--- src/rtl/effects_sequencer.sv ---
// effects_sequencer
//   Sequences one audio sample at a time through an external fixed-latency
//   effects pipeline. An accepted sample_tick latches the ADC sample and the
//   bypass choice. The block then issues the sample to the pipeline, waits
//   out the pipeline latency, and captures either the pipeline result or the
//   dry sample into dac_sample. dac_valid pulses for one cycle afterwards.
//   A tick that arrives while a sample is in flight is dropped and recorded
//   in the sticky overrun flag. The gain fed to the pipeline ramps toward the
//   requested target by at most RAMP_STEP per processed sample.
//
// Parameters
//   SLEN          sample width (two's complement)
//   GAIN_W        gain word width
//   PIPE_LATENCY  pipeline latency in clocks, 2..15
//   RAMP_STEP     maximum gain change per processed sample, >= 1
//   GAIN_RESET    gain and gain target value after reset
//
// Ports
//   clk              in   clock
//   rst              in   asynchronous active-low reset
//   en               in   accept new sample ticks
//   bypass           in   deliver dry sample instead of pipeline result
//   sample_tick      in   one-cycle strobe, sample_adc valid
//   sample_adc       in   input sample
//   gain_target      in   requested gain
//   gain_wr          in   load gain_target into the target register
//   overrun_clr      in   clear the overrun flag
//   pipe_valid       out  issue strobe to the effects pipeline
//   pipe_sample_in   out  sample to the pipeline
//   pipe_gain        out  gain to the pipeline
//   pipe_sample_out  in   pipeline result
//   dac_valid        out  one-cycle strobe, dac_sample valid
//   dac_sample       out  processed sample
//   busy             out  a sample is in flight
//   overrun          out  sticky, a tick was lost
//   gain_settled     out  pipe_gain equals the gain target

module effects_sequencer #(
    parameter int SLEN         = 16,
    parameter int GAIN_W       = 10,
    parameter int PIPE_LATENCY = 4,
    parameter int RAMP_STEP    = 8,
    parameter int GAIN_RESET   = 80
) (
    input  logic              clk,
    input  logic              rst,
    input  logic              en,
    input  logic              bypass,
    input  logic              sample_tick,
    input  logic [SLEN-1:0]   sample_adc,
    input  logic [GAIN_W-1:0] gain_target,
    input  logic              gain_wr,
    input  logic              overrun_clr,
    output logic              pipe_valid,
    output logic [SLEN-1:0]   pipe_sample_in,
    output logic [GAIN_W-1:0] pipe_gain,
    input  logic [SLEN-1:0]   pipe_sample_out,
    output logic              dac_valid,
    output logic [SLEN-1:0]   dac_sample,
    output logic              busy,
    output logic              overrun,
    output logic              gain_settled
);

    typedef enum logic [1:0] {
        S_IDLE,
        S_ISSUE,
        S_WAIT,
        S_CAPTURE
    } state_t;

    // WAIT counts down from PIPE_LATENCY-2 to 0 inclusive, so it spans
    // PIPE_LATENCY-1 cycles and CAPTURE lands PIPE_LATENCY cycles after ISSUE.
    localparam logic [3:0] CNT_INIT = 4'(PIPE_LATENCY - 2);

    localparam logic [GAIN_W-1:0] GAIN_RST = GAIN_W'(GAIN_RESET);

    // Ramp step saturated to the gain range so a large RAMP_STEP cannot
    // truncate into a small one.
    localparam int unsigned GAIN_MAX = (32'd1 << GAIN_W) - 32'd1;
    localparam int unsigned STEP_SAT =
        (int'(RAMP_STEP) > int'(GAIN_MAX)) ? GAIN_MAX : int'(RAMP_STEP);
    localparam logic [GAIN_W-1:0] STEP = GAIN_W'(STEP_SAT);

    // ------------------------------------------------------------------
    // Registers
    // ------------------------------------------------------------------
    state_t            r_state;
    logic [3:0]        r_cnt;
    logic [SLEN-1:0]   r_sample;
    logic              r_bypass;
    logic              r_dac_valid;
    logic [SLEN-1:0]   r_dac_sample;
    logic              r_overrun;
    logic [GAIN_W-1:0] r_gain;
    logic [GAIN_W-1:0] r_target;

    // ------------------------------------------------------------------
    // Combinational signals
    // ------------------------------------------------------------------
    state_t            w_state_nxt;
    logic [3:0]        w_cnt_nxt;
    logic              w_accept;
    logic              w_capture;
    logic              w_tick_lost;
    logic              w_gain_up;
    logic [GAIN_W-1:0] w_gain_diff;
    logic [GAIN_W-1:0] w_gain_step;
    logic [GAIN_W-1:0] w_gain_nxt;

    // ------------------------------------------------------------------
    // FSM state register
    // ------------------------------------------------------------------
    always_ff @(posedge clk or negedge rst) begin
        if (!rst) begin
            r_state <= S_IDLE;
            r_cnt   <= '0;
        end else begin
            r_state <= w_state_nxt;
            r_cnt   <= w_cnt_nxt;
        end
    end

    // ------------------------------------------------------------------
    // FSM next state
    // ------------------------------------------------------------------
    always_comb begin
        w_state_nxt = r_state;
        w_cnt_nxt   = r_cnt;
        w_accept    = 1'b0;
        w_capture   = 1'b0;

        case (r_state)
            S_IDLE: begin
                if (sample_tick && en) begin
                    w_accept    = 1'b1;
                    w_state_nxt = S_ISSUE;
                end
            end
            S_ISSUE: begin
                w_cnt_nxt   = CNT_INIT;
                w_state_nxt = S_WAIT;
            end
            S_WAIT: begin
                if (r_cnt == '0) begin
                    w_state_nxt = S_CAPTURE;
                end else begin
                    w_cnt_nxt = r_cnt - 4'd1;
                end
            end
            S_CAPTURE: begin
                w_capture   = 1'b1;
                w_state_nxt = S_IDLE;
            end
            default: begin
                w_state_nxt = S_IDLE;
            end
        endcase
    end

    // A tick is lost whenever it is enabled but a sample is already in flight;
    // ticks with en low are ignored everywhere.
    assign w_tick_lost = sample_tick && en && (r_state != S_IDLE);

    // ------------------------------------------------------------------
    // Gain ramp: move toward the target by min(STEP, |target - gain|)
    // ------------------------------------------------------------------
    always_comb begin
        w_gain_up   = (r_target > r_gain);
        w_gain_diff = w_gain_up ? (r_target - r_gain) : (r_gain - r_target);
        w_gain_step = (w_gain_diff > STEP) ? STEP : w_gain_diff;
        w_gain_nxt  = w_gain_up ? (r_gain + w_gain_step) : (r_gain - w_gain_step);
    end

    // ------------------------------------------------------------------
    // Datapath registers
    // ------------------------------------------------------------------
    always_ff @(posedge clk or negedge rst) begin
        if (!rst) begin
            r_sample     <= '0;
            r_bypass     <= 1'b0;
            r_dac_valid  <= 1'b0;
            r_dac_sample <= '0;
            r_gain       <= GAIN_RST;
        end else begin
            // The sample and bypass choice are frozen at accept, so later
            // input changes cannot disturb the sample in flight.
            if (w_accept) begin
                r_sample <= sample_adc;
                r_bypass <= bypass;
            end

            r_dac_valid <= w_capture;

            // The ramp uses the target held before this edge; a gain_wr in
            // the CAPTURE cycle only takes effect on the next capture.
            if (w_capture) begin
                r_dac_sample <= r_bypass ? r_sample : pipe_sample_out;
                r_gain       <= w_gain_nxt;
            end
        end
    end

    always_ff @(posedge clk or negedge rst) begin
        if (!rst) begin
            r_target <= GAIN_RST;
        end else if (gain_wr) begin
            r_target <= gain_target;
        end
    end

    // Setting takes priority over clearing so a lost tick is never hidden.
    always_ff @(posedge clk or negedge rst) begin
        if (!rst) begin
            r_overrun <= 1'b0;
        end else if (w_tick_lost) begin
            r_overrun <= 1'b1;
        end else if (overrun_clr) begin
            r_overrun <= 1'b0;
        end
    end

    // ------------------------------------------------------------------
    // Outputs
    // ------------------------------------------------------------------
    assign pipe_valid     = (r_state == S_ISSUE);
    assign pipe_sample_in = r_sample;
    assign pipe_gain      = r_gain;
    assign dac_valid      = r_dac_valid;
    assign dac_sample     = r_dac_sample;
    assign busy           = (r_state != S_IDLE);
    assign overrun        = r_overrun;
    assign gain_settled   = (r_gain == r_target);

endmodule
--- config.mk ---
export PLATFORM = sky130hd
export DESIGN_NAME = effects_sequencer
export DESIGN_NICKNAME = d
export VERILOG_FILES = /design/src/rtl/effects_sequencer.sv
export SDC_FILE = /design/constraint.sdc
export NUM_CORES = 1
export LEC_CHECK = 0
export CAP_MARGIN = 0
export CORE_UTILIZATION = 24
export CTS_CLUSTER_SIZE = 12
export DETAILED_ROUTE_END_ITERATION = 8
export HOLD_SLACK_MARGIN = 0.06
export PLACE_DENSITY = 0.48
export RECOVER_POWER = 100
export REMOVE_ABC_BUFFERS = 1
export SLEW_MARGIN = 20
export SYNTH_ARGS = -nofsm -noshare
export SYNTH_HDL_FRONTEND = slang
export SYNTH_SLANG_ARGS = --single-unit
export TNS_END_PERCENT = 20
--- constraint.sdc ---
create_clock -name clk -period 9 [get_ports clk]
set_clock_uncertainty 0.05 [all_clocks]
set_input_delay 0.9 -clock clk [delete_from_list [all_inputs] [get_ports clk]]
set_output_delay 0.9 -clock clk [all_outputs]
set_load 0.05 [all_outputs]
Yosys cells after proc, flatten, opt, wreduce, memory -nomap -nowiden:

Index checks and enable logic that the tools add are counted.

* flip-flop bits (word level): 61
* input bits: 49
* output and inout port bits: 47
* word-level logic and storage cells: 46

* add/subtract/negate cells: 5
* $lt $le $gt $ge: 2
* equal/unequal tests: 7
* mux-type cells: 14
* reduce and logical (&&, ||, !) cells: 9

Operator list (number)
* 10-bit 2-to-1 mux: 3
* 10-bit subtractor: 3
* 16-bit 2-to-1 mux: 1
* 10-bit adder: 1
* 10-bit equality test: 1
* 10-bit > comparator: 1
* 10-bit by 4-bit > comparator with 1-bit output, second input constant: 1
* 2-bit one-hot mux with 4 select lines: 1
* 4-bit one-hot mux with 2 select lines: 1
* 2-bit inequality test, second input constant: 3
* 2-bit nonzero test: 3
* 1-bit 2-to-1 mux: 5
* 2-bit equality test, second input constant: 2
* 4-bit zero test: 1
* 2-bit 2-to-1 mux: 2
* 4-bit 2-to-1 mux: 1
* 2-bit AND reduction: 2
* 4-bit by 1-bit subtractor with 4-bit output, second input constant: 1
* 2-bit by 1-bit equality test with 1-bit output, second input constant: 1
* 1-bit logical AND: 2
* 2-bit zero test: 1

Depth between registers and ports, before layout:

Gate-level depths: netlist (run 1).

* depth in word-level cells: 6
* mapped depth: 26
* depth with buffers taken out: 26

Worst setup path after synthesis (run 1):

No wires, ideal clock.

* path type: register to register
* start: register r_gain[1], in the netlist pipe_gain[1]
* end: register r_gain[9], in the netlist pipe_gain[9]
* setup time: 0.071 ns
* arrival: 5.451 ns
* required time: 8.879 ns
* slack: 3.428 ns
* stages on the path, launching flop included: 25
* path buffers: 0
* clock period less this slack: 5.572 ns
* path through: dfrtp_1 > inv_1 > ha_1 > nor2b_1 > o211a_1 > or3_1 > a21oi_1 > nor2b_1 > mux4_2 > o211ai_1 > nand2b_1 > ha_1 > inv_1 > or3_1 > a21oi_1 > nor2_1 > ha_1 > o21ai_0 > a21boi_0 > o21ai_0 > a211oi_1 > nor2_1 > or4_1 > mux2_4 > nand4_2

* cells in the longest elaborated chain, start to end: 6
* elaborated cells between the ends (all ways): 9
* those cells by class: 4 x add/sub; 2 x order compare; 3 x mux

Ends and longest elaborated chain
* start, declared: line 95 `logic [GAIN_W-1:0] r_gain;`
* start signal, assigned: line 199 `r_gain <= w_gain_nxt;`
* 10-bit subtractor / 10-bit > comparator (equally long branches): line 170, 169
* 10-bit 2-to-1 mux: line 170 `w_gain_diff = w_gain_up ? (r_target - r_gain) : (r_gain - r_target);`
* 10-bit by 4-bit > comparator with 1-bit output: line 171 `w_gain_step = (w_gain_diff > STEP) ? STEP : w_gain_diff;`
* 10-bit 2-to-1 mux: line 171
* 10-bit subtractor / 10-bit adder (equally long branches): line 172 `w_gain_nxt = w_gain_up ? (r_gain + w_gain_step) : (r_gain - w_gain_step);`
* 10-bit 2-to-1 mux *: line 172

Mark *: on every way between the ends. The rest lies on a longest branch, timed or not.
A chain may end at the register's enable or synchronous reset.

Worst setup path in the final report (run 1):

* start: register r_gain[0], in the netlist pipe_gain[0]
* end: register r_gain[9], in the netlist pipe_gain[9]

The elaborated chain is that of the path after synthesis.

==> summary.txt, run 1 <==
Layout
  – Storage cell area: ~1500 µm²
  – Layout cells sized above 1: 0.0942
  – Non-Filler Instances: around 750
  – # diodes: 0
  – Fillers: 1724
  – # nets final: 613
  – Area grow syn2layout: 36.6%
  – Multi-input gate area: ~2300 µm²

Pwr
  – Cell Pwr Density: 420 nW/µm²
  – Final total power: between 2 and 2.5 mW
  – P_leak: 2.45 nW
  – VDD IR max: 0.208 mV

Synth
  – Top-area cell type share of the netlist area: 0.349
  – Synth Area per Inst: 9.39 µm²
  – Main flop type after synthesis: dfrtp_1
  – Cell Area, Synth: ~4100 µm²
  – Seq/Total Area, Yosys: 0.375
  – Yosys top cell by area: dfrtp_1
  – Post-synthesis sequential element count: approximately 60
  – Synth cell types: 58
  – Ys Warns: 0
  – EDFF count, synth: 0
  – Synth Instances: 435
  – Area contributors post-synth: dfrtp_1, ha_1, mux2i_1, mux2_2, o21ai_0
  – Async SR Flop Fraction: 1.00

Floorplanning
  – Row cnt: 47
  – Die area: 17600 µm²
  – Initial Util: 0.246
  – Ports: 96
  – Core area: 16600 µm²
  – Die X: 132 µm
  – Die Ht: about 130 µm

Worst setup path
  – Arr. time, crit path: 6430 ps
  – Critical path startpoint category: flop
  – CP peak stage delay: 610 ps
  – Crit end category: flop
  – Buf+Inv Stages, Crit Path: 1
  – CP Max Fanout: 13
  – R2R setup slack: roughly 2800 ps
  – Worst-path cell chain: ha_1 -> fa_1 -> nor2b_1 -> o2111ai_1 -> nor4bb_1 -> nor2_1 -> mux2i_1 -> a211oi_1 -> o211ai_1 -> nand2b_1 -> ha_1 -> inv_1 -> or3_1 -> a21oi_1 -> nor2_1 -> ha_1 -> o21ai_0 -> a21boi_0 -> o21ai_0 -> a211oi_1 -> nor2_1 -> or4_1 -> mux2_1 -> nand4_2
  – Critical Setup Path Class: flop to flop
  – CP max-delay cell: nor2_1
  – Kind of cell adding the most delay to the critical path: simple AND/OR/NAND/NOR gates
  – Worst EP required: roughly 9200 ps

GRT
  – Gr usage total: 0.136
  – First-pass GRT wire length: roughly 19 mm
  – GRT overflow: 0
  – Antenna violations before repair: 0
  – Vias in the first global route: 3684
  – Largest net degree at the start of global routing: 62

Run status
  – Status: complete, but fails checks
  – Failing checks: max-capacitance violations, max-slew violations

Timing
  – Final setup violation count: 0
  – Setup slack after layout: 2780 ps
  – Final period utilization: 0.691
  – Setup TNS: 0 ps
  – Fin. max-slew vios: 111
  – Least-Margin Pin Slew: ~3500 ps
  – Slew headroom: -1.31
  – Final Hold Viols: 0
  – Post-route minimum period: 6220 ps
  – Worst hold slack: roughly 460 ps
  – RSZ-0062 raised after global routing: no
  – FMAX: 161 MHz

Detailed routing
  – ANT nets after route: 0
  – Final wirelength: 11.2 mm
  – 1st-iter DRT viols: 147
  – Wire length per cell: 15.0 µm
  – Avg Vias per Cell: 4.68
  – Pre-antenna DRT Iters: 4
  – DR DRC count: 0
  – Via Count: 3517

Clock tree
  – Worst-Skew Late Latency: 340 ps
  – Htree depth: 3
  – Cts repair resizes: 0
  – Root Buffer: clkbuf_16
  – Max clock buf depth: 2
  – CTS tree: yes
  – Worst-path clk slew: 60 ps
  – CTS Hold Buffers Added: 0
  – TritonCTS Buffers: 9
  – Post-CTS Repair Setup Buffers: 0
  – CTS sink cnt: a little over 60

Placed design
  – Cells after DPL: about 740
  – Pre-CTS setup slack: just under 3000 ps
  – Hpwl dp: around 8.3 mm
  – GPL Wtd Cong: 0.840
  – PortBufs: 95

Run
  – Maxcap violations: 2

Worst hold path
  – Min-delay worst type: flop to flop
## worst min-delay path, cell delays in order, from the launching register on
cell and delay [ps]:
dfrtp_1 330, nor2_1 40, a21oi_1 100
## layout by cell type, fill, tap and decap left out, drive strengths merged, types with 4 or more instances in the layout
cell type | netlist | layout
a211oi | 5 | 5
a21o | 4 | 4
a21oi | 31 | 31
a31oi | 4 | 4
clkbuf | 11 | 10
clkdlybuf4s50 | 0 | 45
dfrtp | 57 | 57
dfstp | 4 | 4
dlygate4sd3 | 0 | 49
ha | 35 | 35
inv | 40 | 40
mux2 | 19 | 19
mux2i | 22 | 22
nand2 | 29 | 29
nand2b | 7 | 7
nand3 | 7 | 7
nand4 | 4 | 4
nor2 | 29 | 29
nor2b | 13 | 13
nor3 | 4 | 4
o21ai | 40 | 40
or2 | 7 | 7
or3 | 6 | 6
xnor2 | 5 | 5
xor2 | 5 | 5
## power by group
part | total [mW] | switching, mW | internal (mW)
Sequential | 0.500 | 0.107 | 0.393
Combinational | 1.44 | 0.909 | 0.527
Clock | 0.410 | 0.138 | 0.272
Total | 2.35 | 1.15 | 1.19
## cells in the mapped netlist (5+ instances only)
cell type / n
nor2b_1: 13
mux2_2: 18
nand2_1: 29
ha_1: 35
a21oi_1: 31
or2_2: 7
dfrtp_1: 57
or3_1: 6
xnor2_1: 5
nand3_1: 7
mux2i_1: 22
inv_1: 40
nor2_1: 29
clkbuf_1: 10
a211oi_1: 5
xor2_1: 5
o21ai_0: 40
nand2b_1: 7
## logic make-up (layout without fill, tap and decap cells)
group,Yosys count,count (layout),synth area share
AO/OA/AOI/OAI,109,109,0.162
XOR/XNOR,10,10,0.0214
adder cells (fa/ha/maj),38,38,0.122
buffers and inverters,56,152,0.0542
flip-flops,61,61,0.375
multiplexers,42,42,0.113
AND/OR/NAND/NOR,119,119,0.153
## cell type report
cell class	count	share of cell area
repair buffers	96	0.170
well taps	220	0.0493
clock buffers	9	0.0404
multi-input cells	318	0.417
flip-flops and latches	61	0.274
clock inverters	7	0.0222
inverters	40	0.0269
## metrics by stage
stage                     utilization  cell area (µm²)
final                           0.337             5580
after global routing            0.337             5580
after CTS                       0.337             5600
after detailed placement        0.316             5250
after global placement          0.316             5250
after floorplan                     -             4020
## layer usage
metal | vias up | global-route usage | share of wire
met5 | - | 0 | 0
met4 | 0 | 0.0479 | 0.018
met3 | 21 | 0.0575 | 0.081
met2 | 111 | 0.215 | 0.45
met1 | 1678 | 0.166 | 0.45
li1 | 1707 | - | -
## sequential cells by signal, indices dropped and copies added, names as in the netlist
name and cells:
dac_sample 16, pipe_sample_in 16, pipe_gain 10, r_target 10
r_cnt 4, r_state 2, dac_valid 1, overrun 1
r_bypass 1
## final timing paths
kind | start | end | cells after the start
max | pipe_gain[0]$_DFFE_PN0P_ | pipe_gain[9]$_DFFE_PN0P_ | 24
min | dac_sample[12]$_DFFE_PN0P_ | dac_sample[12]$_DFFE_PN0P_ | 2
max reg2reg | pipe_gain[0]$_DFFE_PN0P_ | pipe_gain[9]$_DFFE_PN0P_ | 24
min reg2reg | dac_sample[12]$_DFFE_PN0P_ | dac_sample[12]$_DFFE_PN0P_ | 2
max in group asynchronous | rst | r_target[5]$_DFFE_PN0P_ | 2
min in group asynchronous | rst | dac_sample[2]$_DFFE_PN0P_ | 2
Power figures use the tool's default switching activity.
==> run 2, diff against run 1 <==
--- a/config.mk
+++ b/config.mk
@@ -10,7 +10,7 @@
 export CTS_CLUSTER_SIZE = 12
 export DETAILED_ROUTE_END_ITERATION = 8
 export HOLD_SLACK_MARGIN = 0.06
-export PLACE_DENSITY = 0.48
+export PLACE_DENSITY = 0.5
 export RECOVER_POWER = 100
 export REMOVE_ABC_BUFFERS = 1
 export SLEW_MARGIN = 20
==> constraint.sdc (replaced) <==
create_clock -name clk -period 5.7 [get_ports clk]
set_clock_uncertainty 0.05 [all_clocks]
set_input_delay 0.57 -clock clk [delete_from_list [all_inputs] [get_ports clk]]
set_output_delay 0.57 -clock clk [all_outputs]
set_load 0.05 [all_outputs]
==> run 2 against run 1 <==
Against the previous run: the flow still finishes with violations (max-capacitance violations, max-slew violations); clock power is 25% higher; power grew 59%; worst hold slack about the same; sequential share of layout area fell by 0.60 points; global-route usage shrank 0.50 points; largest power group unchanged.
==> summary.txt, run 2 (synthesized netlist as in run 1, its figures left out) <==
Run status
  – Status: complete, but fails checks
  – Failing checks: max-capacitance violations, max-slew violations

Timing
  – Worst hold slack: 463 ps (-0.0180 ps)
  – Setup slack after layout: 266 ps (-2520 ps)
  – Least-Margin Pin Slew: 3310 ps (-153 ps)
  – Final Hold Viols: 0 (unchanged)
  – Setup TNS: 0 ps (unchanged)
  – Slew headroom: -1.21 (+0.102)
  – Final setup violation count: 0 (unchanged)
  – Post-route minimum period: 5430 ps (-782 ps)
  – Fin. max-slew vios: 110 (-0.90%)
  – Final period utilization: 0.953 (+0.263)
  – FMAX: 184 MHz (+14%)

Detailed routing
  – DR DRC count: 0 (unchanged)
  – Final wirelength: 11.0 mm (-2.3%)
  – Via Count: 3511 (-0.17%)
  – Pre-antenna DRT Iters: 4 (unchanged)
  – 1st-iter DRT viols: 129 (-12%)
  – Avg Vias per Cell: 4.59 (-2.0%)
  – ANT nets after route: 0 (unchanged)
  – Wire length per cell: 14.4 µm (-4.1%)

Clock tree
  – Worst-path clk slew: 50 ps (about the same)
  – CTS sink cnt: 61 (unchanged)
  – CTS tree: yes
  – Worst-Skew Late Latency: 330 ps (about the same)
  – CTS Hold Buffers Added: 0 (unchanged)
  – Max clock buf depth: 2 (unchanged)
  – Htree depth: 3 (unchanged)
  – Root Buffer: clkbuf_16
  – TritonCTS Buffers: 9 (unchanged)

Worst hold path
  – Min-delay worst type: flop to flop
  – Hold path depth: 2 (unchanged)

Layout
  – Layout cells sized above 1: 0.147 (+0.0526)
  – Commonest non-fill, non-tap cell in the layout: dfrtp_1
  – # diodes: 0 (unchanged)
  – Non-Filler Instances: 765 (+1.9%)
  – Area grow syn2layout: 39.6%
  – Storage cell area: 1530 µm² (unchanged)
  – Multi-input gate area: 2420 µm² (+3.9%)
  – Fillers: 1719 (-0.29%)
  – Most frequent cells in the layout: dfrtp_1, dlygate4sd3_1, clkdlybuf4s50_1
  – Post-route cell area: 5700 µm² (+2.2%)
  – Final core occ: 0.344 (+0.00747)
  – # nets final: 627 (+2.3%)

Worst setup path
  – Worst EP required: 5900 ps (-3320 ps)
  – CP peak stage delay: 560 ps (-50 ps)
  – Kind of cell adding the most delay to the critical path: simple AND/OR/NAND/NOR gates
  – Critical path startpoint category: flop
  – Arr. time, crit path: 5640 ps (-790 ps)
  – Worst-path cell chain: inv_1 -> ha_2 -> nor2b_1 -> or3_1 -> a21oi_2 -> nor2b_1 -> mux4_2 -> o211ai_1 -> nand2b_4 -> ha_1 -> inv_1 -> or3_1 -> a21oi_1 -> nor2_1 -> ha_1 -> o21ai_0 -> a21boi_1 -> o21ai_2 -> a211oi_2 -> nor2_2 -> or4_1 -> mux2_4 -> nand4_2
  – Critical Setup Path Class: flop to flop
  – CP max-delay cell: dfstp_2
  – CP Max Fanout: 12 (-1)
  – Buf+Inv Stages, Crit Path: 2 (+1)
  – Crit end category: flop
  – R2R depth: 23 (-4.2%)
  – Critical Path Stages: 23 (-4.2%)

Pwr
  – P_leak: 2.52 nW (+2.9%)
  – Cell Pwr Density: 652 nW/µm² (+55%)
  – Final total power: 3.72 mW (+59%)
  – VDD IR max: 0.292 mV (+40%)

Floorplanning
  – Die area: 17600 µm² (unchanged)
  – Ports: 96 (unchanged)
  – Die X: 132 µm (unchanged)
  – Core area: 16600 µm² (unchanged)
  – Initial Util: 0.246 (unchanged)
  – Row cnt: 47 (unchanged)
  – Die Ht: 132 µm (unchanged)

GRT
  – GRT overflow: 0 (unchanged)
  – First-pass GRT wire length: 18.3 mm (-2.3%)
  – Largest net degree at the start of global routing: 62 (unchanged)
  – Gr usage total: 0.131 (-0.00502)
  – Antenna violations before repair: 0 (unchanged)
  – Vias in the first global route: 3823 (+3.8%)

Placed design
  – Area after DPL: 5330 µm² (+1.5%)
  – Hpwl dp: 8.44 mm (+1.1%)
  – GPL Wtd Cong: 0.824 (-1.9%)
  – Cells after DPL: 746 (+1.5%)
  – PortBufs: 95 (unchanged)
  – Pre-CTS setup slack: -30.9 ps (-2920 ps)

Run
  – Maxcap violations: 2 (unchanged)
-- run 2: timing repair --
item                       CTS  global route
pin swaps                    0             5
cloned                       0             0
hold endpoints to repair     0             0
setup endpoints to repair    1             2
buffers inserted             0             3
gates resized for setup      2            22
-- run 2: area by class of cell --
cell class                 instances  share of cell area
multi-input combinational        318               0.424
sequential                        61               0.268
timing repair buffer             110               0.184
tap                              220              0.0483
clock buffer                      13              0.0456
inverter                          40              0.0263
clock inverter                     3             0.00351
-- run 2: routing by layer --
metal	wire length [µm]	GRT usage
met1	4770	0.156
met2	5200	0.217
met3	801	0.0452
met4	212	0.0524
met5	0	0
-- run 2: worst paths after layout --
| path | slack (ps) | start | end |
|---|---|---|---|
| min in group asynchronous | 1390 | rst | pipe_sample_in[7]$_DFFE_PN0P_ |
| hold / removal | 460 | dac_sample[10]$_DFFE_PN0P_ | dac_sample[10]$_DFFE_PN0P_ |
| setup reg to reg | 270 | pipe_gain[4]$_DFFE_PN1P_ | pipe_gain[9]$_DFFE_PN0P_ |
| max in group asynchronous | 2310 | rst | r_target[8]$_DFFE_PN0P_ |
| setup / recovery | 270 | pipe_gain[4]$_DFFE_PN1P_ | pipe_gain[9]$_DFFE_PN0P_ |
| hold reg to reg | 460 | dac_sample[10]$_DFFE_PN0P_ | dac_sample[10]$_DFFE_PN0P_ |
-- run 2: where the power goes --
group | internal (mW) | switching (mW) | leakage [nW] | total (mW)
Sequential | 0.620 | 0.153 | 0.715 | 0.773
Clock | 0.317 | 0.194 | 0.132 | 0.511
Combinational | 0.948 | 1.49 | 1.67 | 2.44
-- run 2: tightest hold or removal path, delay by kind of cell, from the launching register on --
family	cells	cell delay, ps
AO/OA/AOI/OAI	1	90
flip-flops	1	330
AND/OR/NAND/NOR	1	40
==> run 3, diff against run 2 <==
--- a/config.mk
+++ b/config.mk
@@ -5,7 +5,7 @@
 export SDC_FILE = /design/constraint.sdc
 export NUM_CORES = 1
 export LEC_CHECK = 0
-export CAP_MARGIN = 0
+export CORE_MARGIN = 8
 export CORE_UTILIZATION = 24
 export CTS_CLUSTER_SIZE = 12
 export DETAILED_ROUTE_END_ITERATION = 8
==> run 3 against run 2 <==
Against the previous run: the run still ends with max-capacitance violations, max-slew violations left; clock power increased by 15%; critical path type unchanged; largest power group unchanged; power is 2.3% higher; maximum frequency hardly changed.
==> summary.txt, run 3 (synthesized netlist as in run 1, its figures left out) <==
Run status
  – Failing checks: max-capacitance violations, max-slew violations
  – Status: complete, but fails checks

Detailed routing
  – Final wirelength: 11.8 mm (+7.6%)
  – 1st-iter DRT viols: 178 (+38%)
  – DR DRC count: 0 (unchanged)
  – Via Count: 3519 (+0.23%)
  – Avg Vias per Cell: 4.59 (about the same)
  – Pre-antenna DRT Iters: 4 (unchanged)
  – Wire length per cell: 15.4 µm (+7.4%)
  – ANT nets after route: 0 (unchanged)

Floorplanning
  – Initial Util: 0.246 (-0.000871)
  – Die area: 21500 µm² (+22%)
  – Die X: 146 µm (+11%)
  – Row cnt: 47 (unchanged)
  – Ports: 96 (unchanged)
  – Die Ht: 146 µm (+11%)
  – Core area: 16600 µm² (+0.35%)

Layout
  – Final core occ: 0.345 (+0.000889)
  – Commonest non-fill, non-tap cell in the layout: dfrtp_1
  – # diodes: 0 (unchanged)
  – Most frequent cells in the layout: dfrtp_1, dlygate4sd3_1, clkdlybuf4s50_1
  – Area grow syn2layout: 40.4%
  – Fillers: 1658 (-3.5%)
  – # nets final: 629 (+0.32%)
  – Layout cells sized above 1: 0.144 (-0.00236)

Worst setup path
  – Arr. time, crit path: 5640 ps (about the same)
  – CP peak stage delay: 520 ps (-40 ps)
  – CP Max Fanout: 4 (-8)
  – Critical Setup Path Class: flop to flop
  – Crit end category: flop
  – Cell mode on critical path: ha_1
  – Worst EP required: 5910 ps (about the same)
  – Critical path startpoint category: flop
  – CP max-delay cell: mux4_2

GRT
  – Largest net degree at the start of global routing: 62 (unchanged)
  – First-pass GRT wire length: 19.5 mm (+6.5%)
  – Gr usage total: 0.113 (-0.0183)
  – Vias in the first global route: 3868 (+1.2%)
  – Antenna violations before repair: 0 (unchanged)
  – GRT overflow: 0 (unchanged)

Timing
  – Least-Margin Pin Slew: 3380 ps (+62.7 ps)
  – Post-route minimum period: 5430 ps (-4.72 ps)
  – Slew headroom: -1.25 (-0.0418)
  – Setup slack after layout: 271 ps (+4.72 ps)
  – Final Hold Viols: 0 (unchanged)
  – FMAX: 184 MHz (about the same)
  – Final setup violation count: 0 (unchanged)
  – Final period utilization: 0.952 (about the same)
  – Fin. max-slew vios: 110 (unchanged)

Pwr
  – P_leak: 2.54 nW (+0.81%)
  – Cell Pwr Density: 663 nW/µm² (+1.7%)
  – VDD IR max: 0.310 mV (+6.1%)

Clock tree
  – Worst-Skew Late Latency: 340 ps (about the same)
  – TritonCTS Buffers: 9 (unchanged)
  – CTS Hold Buffers Added: 0 (unchanged)
  – Htree depth: 3 (unchanged)
  – Max clock buf depth: 2 (unchanged)
  – CTS tree: yes
  – CTS sink cnt: 61 (unchanged)
  – Worst-path clk slew: 60 ps (about the same)
  – Root Buffer: clkbuf_16

Placed design
  – Pre-CTS setup slack: 107 ps (+138 ps)
  – PortBufs: 95 (unchanged)
  – GPL Wtd Cong: 0.834 (+1.1%)
  – Hpwl dp: 9.07 mm (+7.5%)

Run
  – Maxcap violations: 2 (unchanged)

Worst hold path
  – Min-delay worst type: flop to flop
-- run 3: cell count changes in the layout (fill, tap and decap cells not counted), sizes merged --
cell      delta
clkinvlp     -1
clkinv       +1
bufinv       +2
clkbuf       -3
inv          +1
buf          +2
-- run 3: metal layers --
| metal | global-route usage | wire length [µm] |
|---|---|---|
| met1 | 0.131 | 5160 |
| met2 | 0.176 | 5290 |
| met3 | 0.0627 | 1200 |
| met4 | 0.0325 | 170 |
| met5 | 0 | 0 |
-- run 3: area by class of cell --
type	instances	area, µm²	area share
inverter	40	150	0.0262
clock inverter	6	86.3	0.0150
tap	220	275	0.0480
sequential	61	1530	0.267
clock buffer	10	229	0.0399
multi-input combinational	318	2400	0.418
timing repair buffer	112	1070	0.186
-- run 3: through the flow --
stage               area [µm²]  total power [mW]  instances  TNS (ps)  hold WS [ps]
floorplan                 4020              2.43        419         0           224
global placement          5320              3.18        745         0           452
detailed placement        5320              3.20        745         0           466
CTS                       5630              3.82        761         0           394
global route              5740              4.10        767     -60.8           504
finish                    5740              3.81        767         0           470
-- run 3: final timing paths --
kind	start	to	slack, ps	depth (start not counted)
max in group asynchronous	rst	r_target[5]$_DFFE_PN0P_	2280	2
hold reg to reg	dac_sample[5]$_DFFE_PN0P_	dac_sample[5]$_DFFE_PN0P_	470	2
hold / removal	dac_sample[5]$_DFFE_PN0P_	dac_sample[5]$_DFFE_PN0P_	470	2
min in group asynchronous	rst	pipe_sample_in[7]$_DFFE_PN0P_	1430	2
setup reg to reg	pipe_gain[0]$_DFFE_PN0P_	pipe_gain[9]$_DFFE_PN0P_	270	25
setup / recovery	pipe_gain[0]$_DFFE_PN0P_	pipe_gain[9]$_DFFE_PN0P_	270	25
-- run 3: repair_timing --
action | CTS | global route
setup endpoints to repair | 0 | 2
gates resized for setup | 0 | 19
setup buffers | 0 | 6
hold endpoints to repair | 0 | 0
-- run 3: worst max-delay path, delay by kind of cell (launching register included) --
kind	cells	cell delay, ps
AOI/OAI and AO/OA	8	1230
adders and majority gates	4	1100
buffers and inverters	2	150
DFF	1	370
muxes	3	1010
and+or+nand+nor	8	1450
-- run 3: power breakdown --
group	switching [mW]	internal [mW]	total, mW
Combinational	1.50	0.943	2.44
Sequential	0.156	0.620	0.776
Clock	0.208	0.383	0.590
Total	1.86	1.95	3.81
